[src/rtl/operand_mac.sv]
// Four-operand multiply-accumulate (A*B + C*D), loaded one switch value per button press.
// Define MAC_OVF_SAT_EN to saturate PROD on overflow; otherwise PROD wraps.
module operand_mac #(
    parameter int unsigned WIDTH = 8
) (
    input  logic               CLK,
    input  logic               RST_N,
    input  logic [WIDTH-1:0]   SW,
    input  logic               LOAD_N,
    output logic [WIDTH-1:0]   A,
    output logic [WIDTH-1:0]   B,
    output logic [WIDTH-1:0]   C,
    output logic [WIDTH-1:0]   D,
    output logic [2*WIDTH-1:0] PROD,
    output logic [1:0]         STEP,
    output logic               BUSY,
    output logic               DONE,
    output logic               OVF
);

    localparam int unsigned CntW = (WIDTH > 1) ? $clog2(WIDTH) : 1;
    localparam int unsigned AccW = 2 * WIDTH + 1;

    typedef enum logic [2:0] {
        StLdA, StLdB, StLdC, StLdD, StMulAb, StMulCd, StResult
    } state_e;

    state_e              state_q, state_d;
    logic                sync1_q, sync2_q, hist_q;
    logic                load_evt;
    logic [WIDTH-1:0]    a_q, a_d, b_q, b_d, c_q, c_d, d_q, d_d;
    logic [AccW-1:0]     acc_q, acc_d;
    logic [CntW-1:0]     cnt_q, cnt_d;
    logic [2*WIDTH-1:0]  prod_q, prod_d;
    logic                ovf_q, ovf_d;
    logic [WIDTH-1:0]    mcand;
    logic                mul_bit;
    logic [AccW-1:0]     mcand_ext, addend, acc_sum;
    logic                last_cnt;

    // Synchronized high-to-low transition of the push-button.
    assign load_evt = hist_q & ~sync2_q;
    assign last_cnt = (cnt_q == CntW'(WIDTH - 1));

    always_comb begin
        mcand     = (state_q == StMulCd) ? c_q : a_q;
        mul_bit   = (state_q == StMulCd) ? d_q[cnt_q] : b_q[cnt_q];
        mcand_ext = {{(WIDTH + 1){1'b0}}, mcand};
        addend    = mul_bit ? (mcand_ext << cnt_q) : '0;
        acc_sum   = acc_q + addend;
    end

    always_comb begin
        state_d = state_q;
        a_d     = a_q;
        b_d     = b_q;
        c_d     = c_q;
        d_d     = d_q;
        acc_d   = acc_q;
        cnt_d   = cnt_q;
        prod_d  = prod_q;
        ovf_d   = ovf_q;
        unique case (state_q)
            StLdA: if (load_evt) begin
                a_d     = SW;
                state_d = StLdB;
            end
            StLdB: if (load_evt) begin
                b_d     = SW;
                state_d = StLdC;
            end
            StLdC: if (load_evt) begin
                c_d     = SW;
                state_d = StLdD;
            end
            StLdD: if (load_evt) begin
                d_d     = SW;
                acc_d   = '0;
                cnt_d   = '0;
                state_d = StMulAb;
            end
            StMulAb: begin
                acc_d = acc_sum;
                cnt_d = cnt_q + CntW'(1);
                if (last_cnt) begin
                    cnt_d   = '0;
                    state_d = StMulCd;
                end
            end
            StMulCd: begin
                acc_d = acc_sum;
                cnt_d = cnt_q + CntW'(1);
                if (last_cnt) begin
                    cnt_d   = '0;
                    ovf_d   = acc_sum[2*WIDTH];
`ifdef MAC_OVF_SAT_EN
                    prod_d  = acc_sum[2*WIDTH] ? '1 : acc_sum[2*WIDTH-1:0];
`else
                    prod_d  = acc_sum[2*WIDTH-1:0];
`endif
                    state_d = StResult;
                end
            end
            StResult: if (load_evt) begin
                a_d     = SW;
                state_d = StLdB;
            end
            default: state_d = StLdA;
        endcase
    end

    always_ff @(posedge CLK or negedge RST_N) begin
        if (!RST_N) begin
            sync1_q <= 1'b1;
            sync2_q <= 1'b1;
            hist_q  <= 1'b1;
            state_q <= StLdA;
            a_q     <= '0;
            b_q     <= '0;
            c_q     <= '0;
            d_q     <= '0;
            acc_q   <= '0;
            cnt_q   <= '0;
            prod_q  <= '0;
            ovf_q   <= 1'b0;
        end else begin
            sync1_q <= LOAD_N;
            sync2_q <= sync1_q;
            hist_q  <= sync2_q;
            state_q <= state_d;
            a_q     <= a_d;
            b_q     <= b_d;
            c_q     <= c_d;
            d_q     <= d_d;
            acc_q   <= acc_d;
            cnt_q   <= cnt_d;
            prod_q  <= prod_d;
            ovf_q   <= ovf_d;
        end
    end

    always_comb begin
        STEP = 2'd0;
        unique case (state_q)
            StLdB:            STEP = 2'd1;
            StLdC:            STEP = 2'd2;
            StLdD:            STEP = 2'd3;
            StMulAb, StMulCd: STEP = 2'd3;
            default:          STEP = 2'd0;
        endcase
    end

    assign A    = a_q;
    assign B    = b_q;
    assign C    = c_q;
    assign D    = d_q;
    assign PROD = prod_q;
    assign OVF  = ovf_q;
    assign BUSY = (state_q == StMulAb) || (state_q == StMulCd);
    assign DONE = (state_q == StResult);

endmodule

[config.mk]
export PLATFORM = sky130hd
export DESIGN_NAME = operand_mac
export DESIGN_NICKNAME = d
export VERILOG_FILES = /design/src/rtl/operand_mac.sv
export SDC_FILE = /design/constraint.sdc
export NUM_CORES = 1
export LEC_CHECK = 0
export ABC_AREA = 1
export CELL_PAD_IN_SITES_DETAIL_PLACEMENT = 2
export CELL_PAD_IN_SITES_GLOBAL_PLACEMENT = 2
export CORE_MARGIN = 5
export CORE_UTILIZATION = 31
export DETAILED_ROUTE_END_ITERATION = 10
export GPL_ROUTABILITY_DRIVEN = 0
export PLACE_DENSITY = 0.88
export SETUP_SLACK_MARGIN = 0.1
export SYNTH_ARGS = -nofsm -noshare
export SYNTH_HDL_FRONTEND = slang
export SYNTH_SLANG_ARGS = --single-unit
[constraint.sdc]
create_clock -name CLK -period 2.9 [get_ports CLK]
set_clock_uncertainty 0.15 [all_clocks]
set_input_delay 0.725 -clock CLK [delete_from_list [all_inputs] [get_ports CLK]]
set_output_delay 0.725 -clock CLK [all_outputs]
set_load 0.1 [all_outputs]
==> metrics.cfg, run 1 <==
[run_status]
run_status=finished, violations left
failing_checks=negative setup slack

[clock_tree]
cts.hold.buffers_added=0
max-clock-path-buffers=2
clkSlewWorstSetupHoldPaths_ns=0.07
clock_sink_count=75
clk-insertion-delay-late_ns=0.35
cts_root_buf=sky130_fd_sc_hd__clkbuf_16
cts_tree=built
cts_htree_levels=3
numCtsBuffers=9

[sta]
worstMarginPinSlew_ns=0.9241
setup_repair_after_global_routing_missed_its_margin=true
fmax_mhz=339.6
setup_viol_count_final=9
final-hold-violation-count=0
crit_path_time_final_ns=2.945
final.setup.worst_slack_ns=-0.04480
timing.slew.headroom=0.3839
finalMaxSlewViolations=0
setup-tns-final_ns=-0.1480
final.period_utilization=1.015

[yosys]
postSynth.asyncResetShare=1.000
synth-adder-area-share=0.05541
synth_ff_type=sky130_fd_sc_hd__dfrtp_1
syn_avg_cell_area_sq_um=7.126
leading_post_synthesis_cells_by_cell_area=sky130_fd_sc_hd__dfrtp_1, sky130_fd_sc_hd__nand2_1, sky130_fd_sc_hd__nand3_1
post_synthesis_compound_gate_area_fraction=0.06785
post_synth_mux_area_share=0
synth.yosys.seq_area_share=0.4249
ys_warn_count=0
post_synth_instance_area_sq_um=4425
synth_largest_type_area_fraction=0.4071
post_synth_edffs=0
number_of_different_library_cells_in_the_post_synthesis_netlist=27
synth.largest_area_cell=sky130_fd_sc_hd__dfrtp_1
combinational_family_with_the_most_area_after_synthesis=simple AND/OR/NAND/NOR gates
synth_xor_area_frac=0.01583
cell_count_after_synthesis=621
leading_post_synthesis_cells_by_instance_count=sky130_fd_sc_hd__nand2_1, sky130_fd_sc_hd__nand3_1, sky130_fd_sc_hd__dfrtp_1
yosys.area_share.simple=0.3545
ys_ff_latch=75
synth_most_common_cell=sky130_fd_sc_hd__nand2_1
synth_nets=651

[die]
die_width_um=129.5
fp.dieArea_sq_um=16770
core_area_sq_um=13930
fp-row-count=43
boundaryPins=64
floorplan.initialDensity=0.3176
die_y_um=129.5

[power_and_ir_drop]
ir_drop_mv=1.346
power.net_switching_uw=4633
p_comb_frac=0.625
total_leakage_power_uw=0.003276
pwr-share-clk=0.160
share_seq_of_total_power=0.215
internal_power_uw=3435
power.switching_fraction=0.5743
power-per-cell-area_nw_per_um2=1282

[global_routing]
grt_overflow=0
initial_antenna_violation_count=0
grt_pass1_vias=5313
global_route_total_usage_across_every_layer=0.2243
grt_start_max_net_pins=67
global_route_wire_length_before_repair_um=29040

[detailed_routing]
routed_wirelength_um=21060
route.antenna.remaining_nets=0
drt_pre_antenna_iters=4
1st_iter_drt_viols=205
vias_per_cell=5.449
wire_per_inst_um=23.72
num_vias=4839
drc_errors=0

[hold_path]
hold_path.class=flip-flop to flip-flop

[critical_path]
cp_max_fo=9
critical_path.endpoint_type=flip-flop
cpLargestDelayFamily=simple AND/OR/NAND/NOR gates
cp_data_required_time_ns=2.99
cpMaxStageDelayCell=sky130_fd_sc_hd__dfrtp_1
cell_chain_of_the_critical_path=inv_2, buf_6, nand4_1, nand3_4, nand3_2, nand3_1, nand2_1, nor2_1, ha_1, nand2_1, inv_2, nand2_2, nor3_4, nand2_2, nand2_1, nand2_1, nand3_1, nand2_1
crit_buf_inv=3
critical_path_arrival_ns=3.03
cp-start-kind=flip-flop
worst_path_most_repeated_cell=sky130_fd_sc_hd__nand2_1
critPathMaxStageDelay_ns=0.44
worstSetupPathType=flip-flop to flip-flop

[layout]
layout.nets=733
antenna_cells=0
final_layout_size_suffix_gt1_frac=0.3475
fill_cells=1534
syn2layout_area_growth_pct=42.18
final_core_util=0.4516

[job]
max-cap-violations=0

[place]
post-place-ws_ns=-0.1833
dp_hpwl_um=12290
port_buffers=63

cell usage in the layout (no fill, tap or decap), drive strengths merged, types with 5 or more instances in the layout:
master,n
nand2,239
nand3,85
buf,82
dfrtp,72
inv,69
o21ai,48
nor2,28
ha,18
a21oi,12
clkbuf,10
clkdlybuf4s50,9
nand4,8
xor2,8
nor3,5
worst paths after layout:
kind | start | end | slack, ns | cells after the start
max in group asynchronous | RST_N | B[3]$_DFFE_PN0P_ | 1.54 | 2
setup reg to reg | state_q[1]$_DFFE_PN0P_ | PROD[14]$_DFFE_PN0P_ | -0.04 | 18
setup / recovery | state_q[1]$_DFFE_PN0P_ | PROD[14]$_DFFE_PN0P_ | -0.04 | 18
hold reg to reg | sync1_q$_DFF_PN1_ | sync2_q$_DFF_PN1_ | 0.21 | 0
hold / removal | sync1_q$_DFF_PN1_ | sync2_q$_DFF_PN1_ | 0.21 | 0
min in group asynchronous | RST_N | PROD[13]$_DFFE_PN0P_ | 0.35 | 1
power groups by stage:
stage,Clock (uW),Sequential [uW],Combinational (uW)
6_report,1290,1730,5040
5_1_grt,1350,1750,5280
4_1_cts,1300,1660,4430
3_5_place_dp,0,1650,4130
3_3_place_gp,0,1620,3980
2_1_floorplan,0,3170,1450
through the flow:
stage                     instances  hold slack (ns)  total power (uW)  area [sq um]
after floorplan                 621           0.1952              4616          4432
final                           888           0.2099              8068          6292
after global placement          858           0.1995              5602          5209
after detailed placement        858           0.1999              5780          5209
after CTS                       881           0.2130              7392          5761
after global routing            888           0.2167              8378          6292
flip-flops by register name, indices dropped and copies added (netlist names):
register / count
sync2_q: 1
D: 8
A: 8
OVF: 1
C: 8
PROD: 16
state_q: 3
cnt_q: 3
B: 8
sync1_q: 1
hist_q: 1
acc_q: 17
repair_timing:
action,4_1_cts,5_1_grt
setup buffers,6,7
endpoints found under the hold margin,0,0
pin swaps,12,29
setup endpoints to repair,26,26
gates cloned,1,0
gates resized for setup,44,111
area by class of cell:
class / instances / area, sq um / area share
multi-input cells: 457 / 2809 / 0.4464
well taps: 180 / 225.2 / 0.03579
inverters: 69 / 266.5 / 0.04235
clock buffers: 10 / 239.0 / 0.03798
flip-flops and latches: 75 / 1887 / 0.2999
clock inverters: 6 / 87.58 / 0.01392
repair buffers: 91 / 778.2 / 0.1237
cells by family after synthesis:
kind of cell,Yosys count
DFF,75
xor gates and xnor gates,8
adders and majority gates,19
AOI/OAI and AO/OA,60
and+or+nand+nor,370
buffers and inverters,89
metal layers:
metal | vias up | track usage | share of wire
li1 | 2150 | - | -
met1 | 2474 | 0.2581 | 0.38
met2 | 155 | 0.4213 | 0.53
met3 | 60 | 0.03627 | 0.038
met4 | 0 | 0.07396 | 0.045
met5 | - | 0 | 0
worst register-to-register path, stage by stage (launching register included):
cell,delay [ns]
sky130_fd_sc_hd__dfrtp_1,0.44
sky130_fd_sc_hd__inv_2,0.12
sky130_fd_sc_hd__buf_6,0.15
sky130_fd_sc_hd__nand4_1,0.23
sky130_fd_sc_hd__nand3_4,0.20
sky130_fd_sc_hd__nand3_2,0.12
sky130_fd_sc_hd__nand3_1,0.09
sky130_fd_sc_hd__nand2_1,0.07
sky130_fd_sc_hd__nor2_1,0.13
sky130_fd_sc_hd__ha_1,0.28
sky130_fd_sc_hd__nand2_1,0.10
sky130_fd_sc_hd__inv_2,0.08
sky130_fd_sc_hd__nand2_2,0.10
sky130_fd_sc_hd__nor3_4,0.18
sky130_fd_sc_hd__nand2_2,0.09
sky130_fd_sc_hd__nand2_1,0.08
sky130_fd_sc_hd__nand2_1,0.06
sky130_fd_sc_hd__nand3_1,0.10
sky130_fd_sc_hd__nand2_1,0.07
No activity file was read; power rests on OpenSTA's default activity.
==> inputs of run 2 (changes only) <==
--- a/config.mk
+++ b/config.mk
@@ -11,7 +11,6 @@
 export CORE_MARGIN = 5
 export CORE_UTILIZATION = 31
 export DETAILED_ROUTE_END_ITERATION = 10
-export GPL_ROUTABILITY_DRIVEN = 0
 export PLACE_DENSITY = 0.88
 export SETUP_SLACK_MARGIN = 0.1
 export SYNTH_ARGS = -nofsm -noshare
==> results of run 2 <==
The final DEF is identical to that of run 1; final timing and power are the same.
